[config.mk]
export PLATFORM = sky130hd
export DESIGN_NAME = life_engine
export DESIGN_NICKNAME = d
export VERILOG_FILES = /design/src/rtl/life_engine.sv
export SDC_FILE = /design/constraint.sdc
export NUM_CORES = 1
export LEC_CHECK = 0
export ABC_AREA = 1
export CAP_MARGIN = 20
export CORE_ASPECT_RATIO = 1.4
export CORE_UTILIZATION = 58
export DETAILED_ROUTE_END_ITERATION = 10
export PLACE_DENSITY = 0.8
export SETUP_SLACK_MARGIN = 0.3
export SLEW_MARGIN = 20
export SYNTH_ARGS = -nofsm -noshare
export SYNTH_HDL_FRONTEND = slang
export SYNTH_SLANG_ARGS = --single-unit
export TNS_END_PERCENT = 50
[constraint.sdc]
create_clock -name clk -period 3.6 [get_ports clk]
set_input_delay 0.72 -clock clk [delete_from_list [all_inputs] [get_ports clk]]
set_output_delay 0.72 -clock clk [all_outputs]
set_load 0.02 [all_outputs]
[src/rtl/life_engine.sv]
// life_engine: 8x8 toroidal Conway's Life (B3/S23) engine with keypad presets.
// A new preset is loaded whenever the selector code differs from the last
// loaded code. Generations advance either from a free-running divider (run=1)
// or from single-cycle step strobes while paused (run=0).
module life_engine #(
    parameter int unsigned STEP_DIV = 32'd25000000
) (
    input  logic        clk,
    input  logic        rst,
    input  logic [3:0]  pattern,
    input  logic        run,
    input  logic        step,
    output logic [63:0] grid,
    output logic [7:0]  gen,
    output logic        alive
);

    logic [3:0]  pat_q;
    logic [31:0] divider;
    logic        load_s;
    logic        tick_s;
    logic        advance_s;
    logic [63:0] next_grid_s;

    // Preset table: one byte per row, bit c of each byte is column c.
    function automatic logic [63:0] preset(input logic [3:0] code);
        logic [63:0] p;
        p = 64'd0;
        case (code)
            4'd1:    p = 64'h0000_0000_0E08_0400; // glider
            4'd2:    p = 64'h0000_0000_1C00_0000; // blinker
            4'd3:    p = 64'h0000_0018_1800_0000; // block
            4'd4:    p = 64'h0000_000E_1C00_0000; // toad
            4'd5:    p = 64'h0000_0018_1002_0600; // beacon
            default: p = 64'd0;                   // clear
        endcase
        return p;
    endfunction

    // One B3/S23 generation on a torus. The 3x3 window sum includes the
    // cell itself, so the centre is subtracted to get the neighbour count.
    function automatic logic [63:0] life_step(input logic [63:0] g);
        logic [63:0] nx;
        logic [3:0]  n;
        logic [2:0]  rr;
        logic [2:0]  cc;
        logic [5:0]  idx;
        nx = 64'd0;
        for (int r = 0; r < 8; r++) begin
            for (int c = 0; c < 8; c++) begin
                idx = {3'(r), 3'(c)};
                n   = 4'd0;
                for (int dr = -1; dr <= 1; dr++) begin
                    for (int dc = -1; dc <= 1; dc++) begin
                        rr = 3'(r + dr);
                        cc = 3'(c + dc);
                        n  = n + {3'd0, g[{rr, cc}]};
                    end
                end
                n = n - {3'd0, g[idx]};
                nx[idx] = (n == 4'd3) || (g[idx] && (n == 4'd2));
            end
        end
        return nx;
    endfunction

    // Decode load request, divider terminal count and generation request.
    always_comb begin
        load_s      = (pattern != pat_q);
        tick_s      = run && (divider == 32'(STEP_DIV - 32'd1));
        advance_s   = run ? tick_s : step;
        next_grid_s = life_step(grid);
    end

    // State update: load beats generation; paused mode holds the divider at 0.
    always_ff @(posedge clk or negedge rst) begin
        if (!rst) begin
            grid    <= 64'd0;
            gen     <= 8'd0;
            pat_q   <= 4'd0;
            divider <= 32'd0;
        end else if (load_s) begin
            grid    <= preset(pattern);
            pat_q   <= pattern;
            gen     <= 8'd0;
            divider <= 32'd0;
        end else begin
            if (run) begin
                divider <= tick_s ? 32'd0 : divider + 32'd1;
            end else begin
                divider <= 32'd0;
            end
            if (advance_s) begin
                grid <= next_grid_s;
                gen  <= gen + 8'd1;
            end else begin
                grid <= grid;
                gen  <= gen;
            end
        end
    end

    // Any live cell, taken straight from the grid register.
    assign alive = |grid;

endmodule

-- Word-level counts from Yosys, hierarchy flattened
Cells that the tools add are included.
- add/subtract/negate cells: 578
- equal/unequal tests: 135
- multiplexer cells: 9
- reduce and logical (&&, ||, !) cells: 131
- operators by type and width (operator ; count):
    4-bit by 1-bit adder with 4-bit output ; 320
    4-bit by 2-bit == test with 1-bit output (second input constant) ; 130
    3-bit by 1-bit adder with 4-bit output ; 64
    4-bit by 1-bit subtractor with 4-bit output ; 64
    2-bit by 1-bit adder with 3-bit output ; 64
    37-bit one-hot mux with 5 select lines ; 1
    1-bit by 1-bit adder with 2-bit output ; 64
    64-bit two-way mux ; 2
    32-bit two-way mux ; 3
    1-bit logical AND ; 65
    1-bit logical OR ; 64
    64-bit OR reduction ; 1
    32-bit by 1-bit adder with 32-bit output (second input constant) ; 1
    32-bit by 25-bit == test with 1-bit output (second input constant) ; 1
    8-bit two-way mux ; 2
    8-bit by 1-bit adder with 8-bit output (second input constant) ; 1
    4-bit by 3-bit == test with 1-bit output (second input constant) ; 2
    4-bit by 1-bit == test with 1-bit output (second input constant) ; 1
    4-bit != test ; 1
    2-bit nonzero test ; 1
    1-bit two-way mux ; 1
- register bits after elaboration: 108
- input bits: 8
- output and inout port bits: 73
- logic and storage cells: 857

-- Longest topological paths before layout
- word-level depth: 14
- gate-level depth with buffers: 20
- mapped depth without buffers: 20

-- Least setup slack after synthesis
Ideal clock, no wire load.
- path type: register to register
- from: register grid[28]
- to: register grid[36]
- data arrival time: 3.720 ns
- data required time: 3.534 ns
- setup slack: -0.187 ns
- stages on the path, launching flop included: 19
- clock period less this slack: 3.787 ns
- path through: dfrtp_1 > inv_1 > ha_1 > inv_1 > fa_1 > inv_1 > fa_1 > inv_1 > fa_1 > inv_1 > fa_1 > o21bai_1 > nor2_1 > nand2_1 > nor2_1 > nand2_1 > nand2_1 > nand2_1 > nand2_1
- word-level cells in the longest chain between the ends: 14
- elaborated cells on any way between the ends: 15
- those cells by class: add/sub (9); eq/ne (2); mux (2); reduce/logical (2)
- RTL lines (element ; RTL line ; source):
    start, declared ; 13 ; output logic [63:0] grid,
    start signal, assigned ; 83 ; grid <= preset(pattern);
    start signal, assigned ; 94 ; grid <= next_grid_s;
    start signal, assigned ; 97 ; grid <= grid;
    1-bit by 1-bit adder with 2-bit output (*) ; 57 ; n = n + {3'd0, g[{rr, cc}]};
    2-bit by 1-bit adder with 3-bit output (*) ; 57 ;
    3-bit by 1-bit adder with 4-bit output (*) ; 57 ;
    4-bit by 1-bit adder with 4-bit output (*) (5 in a row) ; 57 ;
    4-bit by 1-bit subtractor with 4-bit output (*) ; 60 ; n = n - {3'd0, g[idx]};
    4-bit by 2-bit == test with 1-bit output ; 61 ; nx[idx] = (n == 4'd3) || (g[idx] && (n == 4'd2));
    1-bit logical AND ; 61 ;
    1-bit logical OR (*) ; 61 ;
    64-bit two-way mux (*) ; 93 ; if (advance_s) begin
    64-bit two-way mux (*) ; 82 ; end else if (load_s) begin
Mark *: on every way between the ends. The rest lies on a longest branch, timed or not. The select of a mux whose other input is x is not followed.
A chain may end at the register's enable or synchronous reset.

-- Worst setup path in the final report
- from: register grid[48]
- to: register grid[55]
- word-level cells in the longest chain between the ends: 10
- elaborated cells on any way between the ends: 11
- those cells by class: add/sub (5); eq/ne (2); mux (2); reduce/logical (2)
- RTL lines (element ; RTL line):
    4-bit by 1-bit adder with 4-bit output (*) (4 in a row) ; 57
    4-bit by 1-bit subtractor with 4-bit output (*) ; 60
    4-bit by 2-bit == test with 1-bit output ; 61
    1-bit logical AND ; 61
    1-bit logical OR (*) ; 61
    64-bit two-way mux (*) ; 93
    64-bit two-way mux (*) ; 82
Marked as above.

==> results.sh <==
export IMPL_cts_max_path_buffers=2
export IMPL_areaGrowthSynthToFinish_pct=18.1
export IMPL_p_per_area_mw_per_mm2=149
export IMPL_antenna_found_initial=0
export IMPL_multi_input_area_mm2=0.0156
export IMPL_cap_violations=0
export IMPL_min_path_type="in -> async"
export IMPL_fmax_mhz=273
export IMPL_async_flop_share_pct=100
export IMPL_rsz0062_at_grt="yes"
export IMPL_num_rows=80
export IMPL_overflow=0
export IMPL_tns_ns=-0.0772
export IMPL_hold_viol=0
export IMPL_power_leakage_nw=11.7
export IMPL_critPathMaxStageDelay_ns=0.51
export IMPL_critPathMostFrequentCell="fa_1"
export IMPL_fin_total_pwr_mw=3.58
export IMPL_irDropWorstVdd_mv=0.244
export IMPL_place_ws_ns=-0.0769
export IMPL_rr_worst_depth=13
export IMPL_grt_pass1_wl_um=96100
export IMPL_final_antenna_net_count=0
export IMPL_numCtsBuffers=9
export IMPL_cts_tree="yes"
export IMPL_drt_iter0_drc=1277
export IMPL_layout_commonest_cell="inv_1"
export IMPL_r2r_slack_ns=-0.06
export IMPL_portBuffers=80
export IMPL_n_antenna_cell=0
export IMPL_path_cells="buf_4 > fa_1 > fa_1 > inv_1 > fa_1 > fa_2 > fa_1 > a21o_1 > nor2_1 > nand2_1 > nor3_1 > nand2_1 > nand2_1"
export IMPL_failed_checks="negative setup slack"
export IMPL_cp_slowest_cell="fa_1"
export IMPL_timing_rr_end="grid[55]"
export IMPL_dieHeight_um=224
export IMPL_avgSynthCellArea_um2=8.31
export IMPL_die_area_mm2=0.0358
export IMPL_most_common_layout_cells="554 x inv_1, 415 x nand2_1, 292 x fa_1, 208 x nand3_1, 193 x ha_1"
export IMPL_num_fill_cells=2507
export IMPL_yosys_warnings=0
export IMPL_drc=0
export IMPL_slew_violations=0
export IMPL_grt_total_usage_pct=34.9
export IMPL_fin_crit_ns=3.66
export IMPL_cp_data_required_time_ns=3.94
export IMPL_cts_sinks=108
export IMPL_dp_hpwl_um=46200
export IMPL_tightestPinTransition_ns=0.721
export IMPL_finalSetupViolCount=2
export IMPL_post_route_util_pct=69.9
export IMPL_finalWorstSetupSlack_ns=-0.0633
export IMPL_clkLatencyLatePin_ns=0.40
export IMPL_wl_per_cell_um=19.1
export IMPL_synth_seq_cells=108
export IMPL_dr_pass1_iters=5
export IMPL_synth_edff_count=0
export IMPL_synth_cell_types=29
export IMPL_routed_via_density=5.69
export IMPL_r2r_start="grid[48]"
export IMPL_ioPinCount=81
export IMPL_start_util_pct=59.2
export IMPL_grt_max_degree=74
export IMPL_chipWidth_um=160
export IMPL_dp_cells=3080
export IMPL_netlist_instances=2447
export IMPL_netlist_area_mm2=0.0203
export IMPL_ys_flop_type="dfrtp_1"
export IMPL_clk_pin_slew_worst_paths_ns=0.09
export IMPL_routed_wirelength_um=60200
export IMPL_drive_gt1_share_pct=16.1
export IMPL_slew_headroom_pct=51.5
export IMPL_cp_max_fo=2
export IMPL_status="finished with violations"
export IMPL_htree_num_levels=3
export IMPL_cp_top_family="adder cells"
export IMPL_synth_seq_area_share_pct=13.3
export IMPL_crit_buf_inv=2
export IMPL_fin_crit_sh_pct=102
export IMPL_cts_root_buf="clkbuf_16"
export IMPL_core_area_mm2=0.0343
export IMPL_endpoint_kind="flip-flop"
export IMPL_worstPathArrival_ns=4.00
export IMPL_synth_nets=3011
export IMPL_critPathKind="reg -> reg"
export IMPL_final_seq_area_mm2=0.00278
export IMPL_place_congestion=0.935
export IMPL_via_count=18000
export IMPL_critPathLaunchType="flip-flop"
export IMPL_skew_ns=0.0108
export IMPL_grt_pass1_vias=19300
export IMPL_nNetsFinal=3264
export IMPL_stdcell_count=3156
-- stage by stage --
step	hold WS [ns]	instance area, um^2
global route	0.369	24000
floorplan	0.424	20500
CTS	0.339	23500
finish	0.319	24000
detailed placement	0.531	22800
global placement	0.515	22800
-- cells in the mapped netlist (4+ instances only) --
master	instances	area, um^2
nor4_1	7	43.8
xor2_1	49	429
nor2_1	186	698
a21oi_1	104	521
nand2_1	416	1560
o21ai_0	17	85.1
xnor2_1	35	307
nor3_1	25	125
o21bai_1	6	45.0
buf_2	26	130
a21o_1	11	82.6
dfrtp_1	108	2700
clkbuf_1	11	41.3
nand3b_1	41	308
fa_1	362	7250
inv_1	593	2230
ha_1	194	2430
o211ai_1	6	45.0
inv_2	4	15.0
nand3_1	210	1050
nand4_1	27	169
-- metal layers --
| layer | vias up | share of wire, % | track usage (%) |
|---|---|---|---|
| met5 | - | 0 | 0 |
| met4 | 0 | 7.8 | 26.4 |
| met3 | 321 | 7.8 | 6.04 |
| met2 | 871 | 50 | 60.4 |
| met1 | 8811 | 34 | 38.2 |
| li1 | 7970 | - | - |
-- where the power goes --
part	internal, mW	switching (mW)	total [mW]	leakage [nW]
Clock	0.506	0.623	1.13	0.152
Sequential	1.23	0.0364	1.27	1.41
Combinational	0.479	0.706	1.18	10.1
Total	2.21	1.37	3.58	11.7
-- repair_timing --
action,in CTS,in global routing
gates resized for setup,46,100
setup buffers,40,20
pin swaps,20,61
hold buffers,0,0
endpoints found under the setup margin,63,65
-- layout make-up --
class | count | area share (%)
sequential | 108 | 11.6
clock inverter | 7 | 0.349
timing repair buffer | 280 | 10.3
multi-input combinational | 1704 | 65.1
tap | 451 | 2.35
clock buffer | 9 | 0.938
inverter | 597 | 9.42
-- flip-flops by register name, indices dropped and copies added, names as in the netlist --
signal   flops
divider     32
pat_q        4
gen          8
grid        64
-- cell families after synthesis --
group	Yosys count	synth area share [%]
buffers and inverters	635	11.9
adder cells (fa/ha/maj)	556	47.6
flip-flops	108	13.3
AO/OA/AOI/OAI	146	3.94
AND/OR/NAND/NOR	918	19.7
XOR/XNOR	84	3.62
-- how the worst max path moves through the flow --
| stage | slack, ns | depth (start not counted) | start | end |
|---|---|---|---|---|
| 3_3_place_gp | 0.02 | 14 | grid[8] | grid[9] |
| 5_1_grt | -0.24 | 13 | grid[48] | grid[55] |
| 2_1_floorplan | 0.01 | 16 | grid[44] | grid[36] |
| 4_1_cts | 0.009 | 13 | grid[48] | grid[56] |
| 6_report | -0.06 | 13 | grid[48] | grid[55] |
| 3_5_place_dp | -0.08 | 13 | grid[48] | grid[56] |
Power figures use the tool's default switching activity.
==> edit: new RTL, same flow settings <==
Compare `divider` against `32'(STEP_DIV - 32'd1)` with >= in place of ==.
--- a/src/rtl/life_engine.sv
+++ b/src/rtl/life_engine.sv
@@ -68,5 +68,5 @@
     always_comb begin
         load_s      = (pattern != pat_q);
-        tick_s      = run && (divider == 32'(STEP_DIV - 32'd1));
+        tick_s      = run && (divider >= 32'(STEP_DIV - 32'd1));
         advance_s   = run ? tick_s : step;
         next_grid_s = life_step(grid);
Function: same outputs for any inputs over 4 cycles, from zero or initial values and one cycle with rst low; that may be too few to reach the edited logic, so the function may still have changed.
==> edit against the original RTL <==
The run still ends with negative setup slack left. Routed wire length shrank 6.8%. Total power shrank 7.0%. Cell area shrank 2.3%. Sequential power is essentially flat. Sequential cell count is the same. Synthesized area shrank 3.8%. Hold slack gained 0.11 ns. Maximum frequency shrank 1.4%. Worst setup slack lost 0.053 ns. Critical endpoint is now grid[20]$_DFFE_PN0P_.
==> edit: results (changes against the original RTL) <==
metric	value	unit	change
met1 usage in global routing	36.9	%	-1.3 points
register area share after synthesis	13.8	%	+0.53 points
Final WS setup	-0.116	ns	-0.0530 ns
Synth Area in Adders	49.5	%	+2.0 points
first-pass GRT wire length	87900	um	-8.5%
gpl congestion	0.936		about the same
Cell Pwr Density	142	mW/mm^2	-4.8%
status	complete, but fails checks		
share of cells above drive strength 1	18.7	%	+2.6 points
Arr. time, crit path	4.05	ns	+0.05 ns
Post-Place Cells	2871		-6.8%
Setup TNS Final	-0.125	ns	-0.0476 ns
vias in the first global route	17900		-7.0%
dpl hpwl	43200	um	-6.6%
dpl ws	-0.0440	ns	+0.0330 ns
critical path's slowest cell	dfrtp_2		
failing checks	negative setup slack		
vias post-DR	16700		-7.0%
Wirelength per Cell	19.0	um	-0.65%
CP endpoint	grid[20]$_DFFE_PN0P_		
FILL cells	2379		-5.1%
final setup vio count	2		unchanged
peak fanout along the critical path	6		+4
Compound-Gate Fraction of Synth Area	5.60	%	+1.7 points
met3 Resource Use GR	3.83	%	-2.2 points
clk_skew	0.0223	ns	+0.0116 ns
==> edit: cell count changes after synthesis, sizes merged, moves of 7 or more <==
cell    unedited run  this run
nand2            417       298
nor2             189       115
nor3b              1         8
xor2              49        37
inv              597       609
nand3b            41        22
a21o              11         2
a21oi            105        88
o21ai             17        64
a211oi             0        22
buf               27        19
nand4             27        60
nand3            211       124
==> edit: timing repair <==
action,in CTS,in global routing
buffers inserted,46,27
pin swaps,35,68
hold endpoints to repair,0,0
gates resized for setup,77,100
endpoints found under the setup margin,65,65
==> edit: cell type report <==
| type | count | share of cell area (%) |
|---|---|---|
| Inverter | 609 | 10.0 |
| Multi-Input combinational cell | 1495 | 63.8 |
| Clock buffer | 11 | 1.04 |
| Tap cell | 445 | 2.37 |
| Sequential cell | 108 | 11.9 |
| Timing Repair Buffer | 287 | 10.6 |
| Clock inverter | 5 | 0.288 |
==> edit: metal layers <==
layer,routed length (um),up-vias
met3,3700,309
met4,5030,0
met1,19000,8225
met2,28400,763
met5,0,-
li1,-,7415
